### src/rtl/cdb_arbiter_pkg.sv
// Shared core definitions for the CDB broadcast: widths, packet type and FU indices.
// Imported by the CDB arbiter, the reservation-station wakeup logic and the PRF write port.
package cdb_arbiter_pkg;

  localparam int CDB_TAG_W  = 6;
  localparam int CDB_DATA_W = 32;

  localparam int FU_ALU = 0;
  localparam int FU_BR  = 1;
  localparam int FU_LSU = 2;
  localparam int FU_MDU = 3;
  localparam int NUM_FU = 4;

  typedef struct packed {
    logic                  valid;
    logic [CDB_TAG_W-1:0]  tag;
    logic [CDB_DATA_W-1:0] data;
  } cdb_pkt_t;

  // Wraps an index that overshoots by less than n back into 0..n-1.
  function automatic int rr_wrap(input int i, input int n);
    return (i >= n) ? i - n : i;
  endfunction

endpackage

### src/rtl/cdb_arbiter_rr_priority_select.sv
// Combinational round-robin select: first set request at or after ptr_i, wrapping.
// Shared by the CDB arbiter and the issue-select arbiter.
module rr_priority_select
  import cdb_arbiter_pkg::*;
#(
  parameter int N = 4
) (
  input  logic [N-1:0]         req_i,
  input  logic [$clog2(N)-1:0] ptr_i,
  output logic [N-1:0]         grant_o,
  output logic [$clog2(N)-1:0] idx_o,
  output logic                 any_o
);

  localparam int IDX_W = $clog2(N);

  logic [IDX_W-1:0] cand;

  // NOTE: every variable written here is given a default first, so no path can infer a latch.
  always_comb begin
    any_o = 1'b0;
    idx_o = '0;
    cand  = '0;
    for (int k = 0; k < N; k++) begin
      cand = IDX_W'(rr_wrap(int'(ptr_i) + k, N));
      if (!any_o && req_i[cand]) begin
        any_o = 1'b1;
        idx_o = cand;
      end
    end
    grant_o = any_o ? (N'(1) << idx_o) : '0;
  end

endmodule

### src/rtl/cdb_arbiter.sv
// Common Data Bus arbiter: one-entry hold slot per completing unit, round-robin grant,
// registered broadcast to wakeup logic and the PRF write port.
module cdb_arbiter
  import cdb_arbiter_pkg::*;
#(
  parameter int NUM_REQ = NUM_FU,
  parameter int TAG_W   = CDB_TAG_W,
  parameter int DATA_W  = CDB_DATA_W
) (
  input  logic                       clk,
  input  logic                       reset,
  input  logic                       flush,
  input  logic [NUM_REQ-1:0]         req_valid,
  output logic [NUM_REQ-1:0]         req_ready,
  input  logic [NUM_REQ*TAG_W-1:0]   req_tag,
  input  logic [NUM_REQ*DATA_W-1:0]  req_data,
  output logic                       cdb_valid,
  output logic [TAG_W-1:0]           cdb_tag,
  output logic [DATA_W-1:0]          cdb_data,
  output logic [$clog2(NUM_REQ)-1:0] cdb_src
);

  localparam int IDX_W = $clog2(NUM_REQ);

  if (NUM_REQ < 2) begin : g_num_req_check
    $error("cdb_arbiter: NUM_REQ must be at least 2");
  end

  typedef struct packed {
    logic              valid;
    logic [TAG_W-1:0]  tag;
    logic [DATA_W-1:0] data;
  } bcast_t;

  logic [NUM_REQ-1:0] slot_valid_q, slot_valid_d;
  logic [TAG_W-1:0]   slot_tag_q  [NUM_REQ];
  logic [DATA_W-1:0]  slot_data_q [NUM_REQ];
  logic [IDX_W-1:0]   rr_ptr_q, rr_ptr_d;
  bcast_t             cdb_q, cdb_d;
  logic [IDX_W-1:0]   cdb_src_q, cdb_src_d;

  logic [NUM_REQ-1:0] grant, accept;
  logic [IDX_W-1:0]   win_idx;
  logic               any_valid;

  rr_priority_select #(.N(NUM_REQ)) u_select (
    .req_i   (slot_valid_q),
    .ptr_i   (rr_ptr_q),
    .grant_o (grant),
    .idx_o   (win_idx),
    .any_o   (any_valid)
  );

  // A slot being drained this cycle may be refilled in the same cycle.
  assign req_ready = flush ? '0 : (~slot_valid_q | grant);
  assign accept    = req_valid & req_ready;

  always_comb begin
    slot_valid_d    = slot_valid_q;
    rr_ptr_d        = rr_ptr_q;
    cdb_d           = cdb_q;
    cdb_d.valid     = 1'b0;
    cdb_src_d       = cdb_src_q;
    if (flush) begin
      slot_valid_d = '0;
    end else begin
      if (any_valid) begin
        cdb_d     = '{valid: 1'b1, tag: slot_tag_q[win_idx], data: slot_data_q[win_idx]};
        cdb_src_d = win_idx;
        rr_ptr_d  = (win_idx == IDX_W'(NUM_REQ - 1)) ? '0 : win_idx + IDX_W'(1);
      end
      slot_valid_d = (slot_valid_q & ~grant) | accept;
    end
  end

  // NOTE: sequential state uses non-blocking assignments so every register samples pre-edge values.
  always_ff @(posedge clk or posedge reset) begin
    if (reset) begin
      slot_valid_q <= '0;
      rr_ptr_q     <= '0;
      cdb_q        <= '0;
      cdb_src_q    <= '0;
    end else begin
      slot_valid_q <= slot_valid_d;
      rr_ptr_q     <= rr_ptr_d;
      cdb_q        <= cdb_d;
      cdb_src_q    <= cdb_src_d;
    end
  end

  // NOTE: slot payload is deliberately not reset; slot_valid_q alone says whether it is live.
  always_ff @(posedge clk) begin
    for (int i = 0; i < NUM_REQ; i++) begin
      if (accept[i]) begin
        slot_tag_q[i]  <= req_tag[i*TAG_W +: TAG_W];
        slot_data_q[i] <= req_data[i*DATA_W +: DATA_W];
      end
    end
  end

  assign cdb_valid = cdb_q.valid;
  assign cdb_tag   = cdb_q.tag;
  assign cdb_data  = cdb_q.data;
  assign cdb_src   = cdb_src_q;

endmodule

### config.mk
export PLATFORM = sky130hd
export DESIGN_NAME = cdb_arbiter
export DESIGN_NICKNAME = d
export VERILOG_FILES = /design/src/rtl/cdb_arbiter_pkg.sv /design/src/rtl/cdb_arbiter_rr_priority_select.sv /design/src/rtl/cdb_arbiter.sv
export SDC_FILE = /design/constraint.sdc
export NUM_CORES = 1
export LEC_CHECK = 0
export BUFFER_PORTS_ARGS = -buffer_cell sky130_fd_sc_hd__buf_2
export CORE_MARGIN = 3
export CORE_UTILIZATION = 35
export DETAILED_ROUTE_END_ITERATION = 8
export MAX_ROUTING_LAYER = met4
export PLACE_DENSITY = 0.58
export SETUP_SLACK_MARGIN = 0.2
export SLEW_MARGIN = 40
export SYNTH_ARGS = -nofsm -noshare
export SYNTH_HDL_FRONTEND = slang
export SYNTH_HIERARCHICAL = 1
export SYNTH_SLANG_ARGS = --single-unit
### constraint.sdc
create_clock -name clk -period 7.1 [get_ports clk]
set_clock_uncertainty 0.15 [all_clocks]
set_input_delay 0.71 -clock clk [delete_from_list [all_inputs] [get_ports clk]]
set_output_delay 0.71 -clock clk [all_outputs]
set_load 0.02 [all_outputs]
## Word level (Yosys, flattened, before mapping)

Memory sizes are Yosys's and may differ from the RTL's.
Cells that the tools add are included.

- Memories kept: 2
- Bits in registers: 47
- Input port bits: 159
- RAM bits: 152
- Word-level logic and storage cells: 74
- Output and inout bits: 45

Memories:

| memory | depth | bits a word | read ports | clocked after Yosys merged registers in | write ports | RTL line | source |
|---|---|---|---|---|---|---|---|
| slot_data_q | 4 | 32 | 1 | 0 | 4 | cdb_arbiter.sv:37 | `logic [DATA_W-1:0] slot_data_q [NUM_REQ];` |
| slot_tag_q | 4 | 6 | 1 | 0 | 4 | cdb_arbiter.sv:36 | `logic [TAG_W-1:0] slot_tag_q [NUM_REQ];` |

- Shifts and indexed selects: 1
- Eq/ne operators: 1
- Bitwise logic cells: 7
- $add $sub $neg: 8
- Reductions and logical operators: 7
- Order comparisons: 8
- Mux-type cells: 34

Operators by type and width:

| cell | count |
|---|---|
| $mux W39 | 2 |
| $mux W2 | 9 |
| $mux W1 | 16 |
| $lt A2 B3 Y1 const B | 4 |
| $mux W4 | 3 |
| $ge A3 B3 Y1 const B | 3 |
| $and A4 B4 Y4 | 2 |
| $bmux W1 S2 | 4 |
| $not A4 Y4 | 2 |
| $or A4 B4 Y4 | 2 |
| $sub A2 B1 Y2 const B | 4 |
| $add A2 B2 Y3 const B | 2 |
| $shl A1 B2 Y4 const A | 1 |
| $add A2 B1 Y3 const B | 1 |
| $ge A2 B3 Y1 const B | 1 |
| $logic_and A1 B1 Y1 | 3 |
| $logic_not A1 Y1 | 3 |
| $add A2 B1 Y2 const B | 1 |
| $eq A2 B2 Y1 const B | 1 |
| $reduce_and A2 Y1 | 1 |
| $not A1 Y1 | 1 |

## Logic depth before layout (Yosys ltp)

- Depth in word-level cells: 21
- Mapped depth: 8
- Gate-level depth less buffers: 6

## Cells and area by module

The synthesis kept the hierarchy.

Modules (own cells, without submodules):

| module | cells each | area an instance (sq um) | times used | seq. area each (sq um) |
|---|---|---|---|---|
| cdb_arbiter | 314 | 7485.9 | 1 | 5740.5 |
| rr_priority_select | 32 | 182.7 | 1 | 0.0 |

## Least setup slack after synthesis

No wires, ideal clock.

- Path type: input -> register
- Start: input port flush
- End: memory slot_data_q[0][0] in the netlist's numbering, enable pin
- Arrival time: 3.753 ns
- Setup slack: 2.708 ns
- Stages: 2
- Buffers on the path: 1
- Data required time: 6.461 ns
- Path through: clkbuf_1 > nor3b_1

RTL lines:

| item | RTL line | source |
|---|---|---|
| start, declared | cdb_arbiter.sv:12 | `input logic flush,` |
| end, declared | cdb_arbiter.sv:37 |  |

## Worst setup path in the final report

- Start: register rr_ptr_q[1]
- End: output port req_ready[2]

- Cells in the longest elaborated chain, start to end: 18

RTL lines:

| item | RTL line | source |
|---|---|---|
| start, declared | cdb_arbiter.sv:38 | `logic [IDX_W-1:0] rr_ptr_q, rr_ptr_d;` |
| start signal, assigned | cdb_arbiter.sv:85 | `rr_ptr_q <= rr_ptr_d;` |
| branches (longest 15 deep; another with $add A2 B1 Y3) | n/a |  |
| $mux W4 (*) | cdb_arbiter_rr_priority_select.sv:31 | `grant_o = any_o ? (N'(1) << idx_o) : '0;` |
| named net grant[2] | cdb_arbiter.sv:42 | `logic [NUM_REQ-1:0] grant, accept;` |
| $or A4 B4 Y4 (*) | cdb_arbiter.sv:55 | `assign req_ready = flush ? '0 : (~slot_valid_q \| grant);` |
| $mux W4 (*) | cdb_arbiter.sv:55 |  |
| end, declared | cdb_arbiter.sv:14 | `output logic [NUM_REQ-1:0] req_ready,` |

Mark *: on every way through the listed nets, which the timed path passes. The select of a mux whose other input is x is not followed.

==> impl_metrics.json <==
{
  "outcome": "complete, no violations",
  "syn_avg_cell_area_um2": 22.2,
  "clkTransAtPathRegs_ps": 80,
  "io_buffers": 203,
  "slew_viol_final": 0,
  "crit_type": "flop to output port",
  "coreArea_um2": 21300,
  "ys_seq_area_share_pct": 74.9,
  "tightest_slew_ps": 740,
  "cts_root_buf": "clkbuf_16",
  "antenna_left": 0,
  "ir_drop_uv": 141,
  "final_layout_size_suffix_gt1_share_pct": 58.9,
  "grt_pass1_vias": 4621,
  "n_fill_cell": 1840,
  "endpoint_kind": "output port",
  "synth.area.top_cells": "edfxtp_1, dfrtp_1, mux4_2, mux2_4, buf_12",
  "cts_tree": "built",
  "ys_async_sr_fraction_pct": 23.6,
  "ios": 204,
  "leakage_nw": 3.79,
  "globalplace.congestion": 0.763,
  "finalWirelength_mm": 17.3,
  "slew_headroom_pct": 50.5,
  "finalSetupViolCount": 0,
  "ys.flop_type": "edfxtp_1",
  "arrival_ps": 2100,
  "regArea_um2": 5740,
  "synth_edf_count": 152,
  "cts_setup_buffers": 0,
  "hpwl_mm": 11.4,
  "detailroute.via_count": 4056,
  "grt_pass1_wl_mm": 26.8,
  "areaGrowthSynthToFinish_pct": 25.1,
  "die_h_um": 154,
  "grt_use_met1_pct": 20.1,
  "numClockSinks": 199,
  "htree_num_levels": 4,
  "hold_viol": 0,
  "wl_per_cell_um": 20.3,
  "antenna_found_initial": 0,
  "ys_types": 29,
  "rows": 53,
  "fin_crit_sh_pct": 41.7,
  "fmaxAchievable_mhz": 338,
  "route.detailed.vias_per_inst": 4.77,
  "ys_seq_elements": 199,
  "min_period_ps": 2960,
  "mappedNetlistArea_um2": 7670,
  "start_util_pct": 36.0,
  "hold_class": "input pin to flop",
  "synth_top_area_cell": "edfxtp_1",
  "cts-resized-gates": 0,
  "finalSetupTns_ps": 0,
  "multi_input_area_um2": 1810,
  "drcViolationCount": 0,
  "drv_cap": 0,
  "yosysWarnings": 6,
  "critPathMaxFanout": 12,
  "cts_hold_buf": 0,
  "cp.required_ps": 6240,
  "grt_util_all_layers_pct": 15.3,
  "yosys.area.top_type_share_pct": 59.5,
  "synth_commonest_cells": "edfxtp_1, dfrtp_1, mux2_4, mux4_2, nor2_1",
  "chipWidth_um": 154,
  "grt_overflow": 0,
  "grt_max_degree": 48,
  "crit_path_start_kind": "flop",
  "power_density_nw_per_um2": 341,
  "worstSkewPairLatency_ps": 430,
  "cts_made_buffers": 17,
  "final_nets": 723,
  "top_usage_layer": "met2",
  "drtIter0Drc": 231,
  "firstDrtPassIters": 4,
  "dieArea_um2": 23700,
  "syn_inst": 346,
  "yosysMostFrequentCell": "edfxtp_1",
  "met3_usage_pct": 4.25,
  "rsz0062_at_grt": "no",
  "power.total_mw": 3.27,
  "met2_usage_pct": 24.2,
  "clockBufferDepth": 2,
  "synth.net_count": 506,
  "n_antenna_cell": 0
}
placed cells by master, fill, tap and decap left out, types with 3 or more instances in the layout:
cell / instances
buf_2: 203
edfxtp_1: 152
dfrtp_1: 47
mux4_2: 38
mux2_4: 38
clkbuf_16: 17
buf_4: 12
nor2_1: 10
nor2b_1: 5
mux2_2: 4
nor3b_2: 4
o21ba_2: 4
inv_6: 4
inv_1: 4
a21oi_1: 3
critical path: stages, from the launching register on:
cell and delay, ps:
dfrtp_1 590, nor2_1 100, a221oi_1 350, nor2b_1 90, nor2b_1 290, nor2_1 90, buf_2 170
kinds of logic after synthesis:
group,share of synthesized area (%)
and+or+nand+nor,1.88
AOI/OAI and AO/OA,1.71
muxes,19.2
DFF,74.9
buffers and inverters,2.20
adders and majority gates,0.163
sequential cells by signal, summed over array words and instances (netlist names):
name          flops
slot_tag_q       24
cdb_valid         1
rr_ptr_q          2
slot_valid_q      4
cdb_src           2
slot_data_q     128
cdb_tag           6
cdb_data         32
per-stage QoR:
stage / hold WS [ps] / setup slack, ps / util, % / area, um2 / cells
3_5_place_dp: 343 / 4180 / 42.4 / 9010 / 819
4_1_cts: 275 / 4160 / 45.1 / 9590 / 851
3_3_place_gp: 343 / 4240 / 42.4 / 9010 / 819
5_1_grt: 266 / 3990 / 45.1 / 9590 / 851
6_report: 302 / 4140 / 45.1 / 9590 / 851
2_1_floorplan: 355 / 2710 / - / 7670 / 346
area by class of cell:
| class | count | share of cell area [%] |
|---|---|---|
| multi-input cells | 125 | 18.8 |
| clock inverters | 12 | 1.38 |
| flip-flops and latches | 199 | 59.8 |
| repair buffers | 215 | 11.5 |
| clock buffers | 20 | 4.66 |
| well taps | 275 | 3.59 |
| inverters | 5 | 0.196 |
final timing paths:
path | from | slack (ps) | to | depth (start not counted)
min in group asynchronous | reset | 360 | cdb_data[16] | 3
max in group asynchronous | reset | 5970 | cdb_data[10] | 3
setup / recovery | rr_ptr_q[1] | 4140 | req_ready[2] | 6
hold reg to reg | cdb_data[7] | 360 | cdb_data[7] | 1
hold / removal | req_data[57] | 300 | slot_data_q[1][25] | 1
setup reg to reg | rr_ptr_q[1] | 4220 | cdb_data[10] | 6
power by group:
group / internal, mW / switching [mW]
Clock: 0.506 / 0.442
Sequential: 1.42 / 0.0965
Combinational: 0.402 / 0.401
Total: 2.33 / 0.939
metal layers:
layer	share of wire [%]	wire length, um
met5	0	0
met1	44	7570
met4	0.77	133
met2	49	8420
met3	6.6	1140
(Power assumes the default switching activity.)
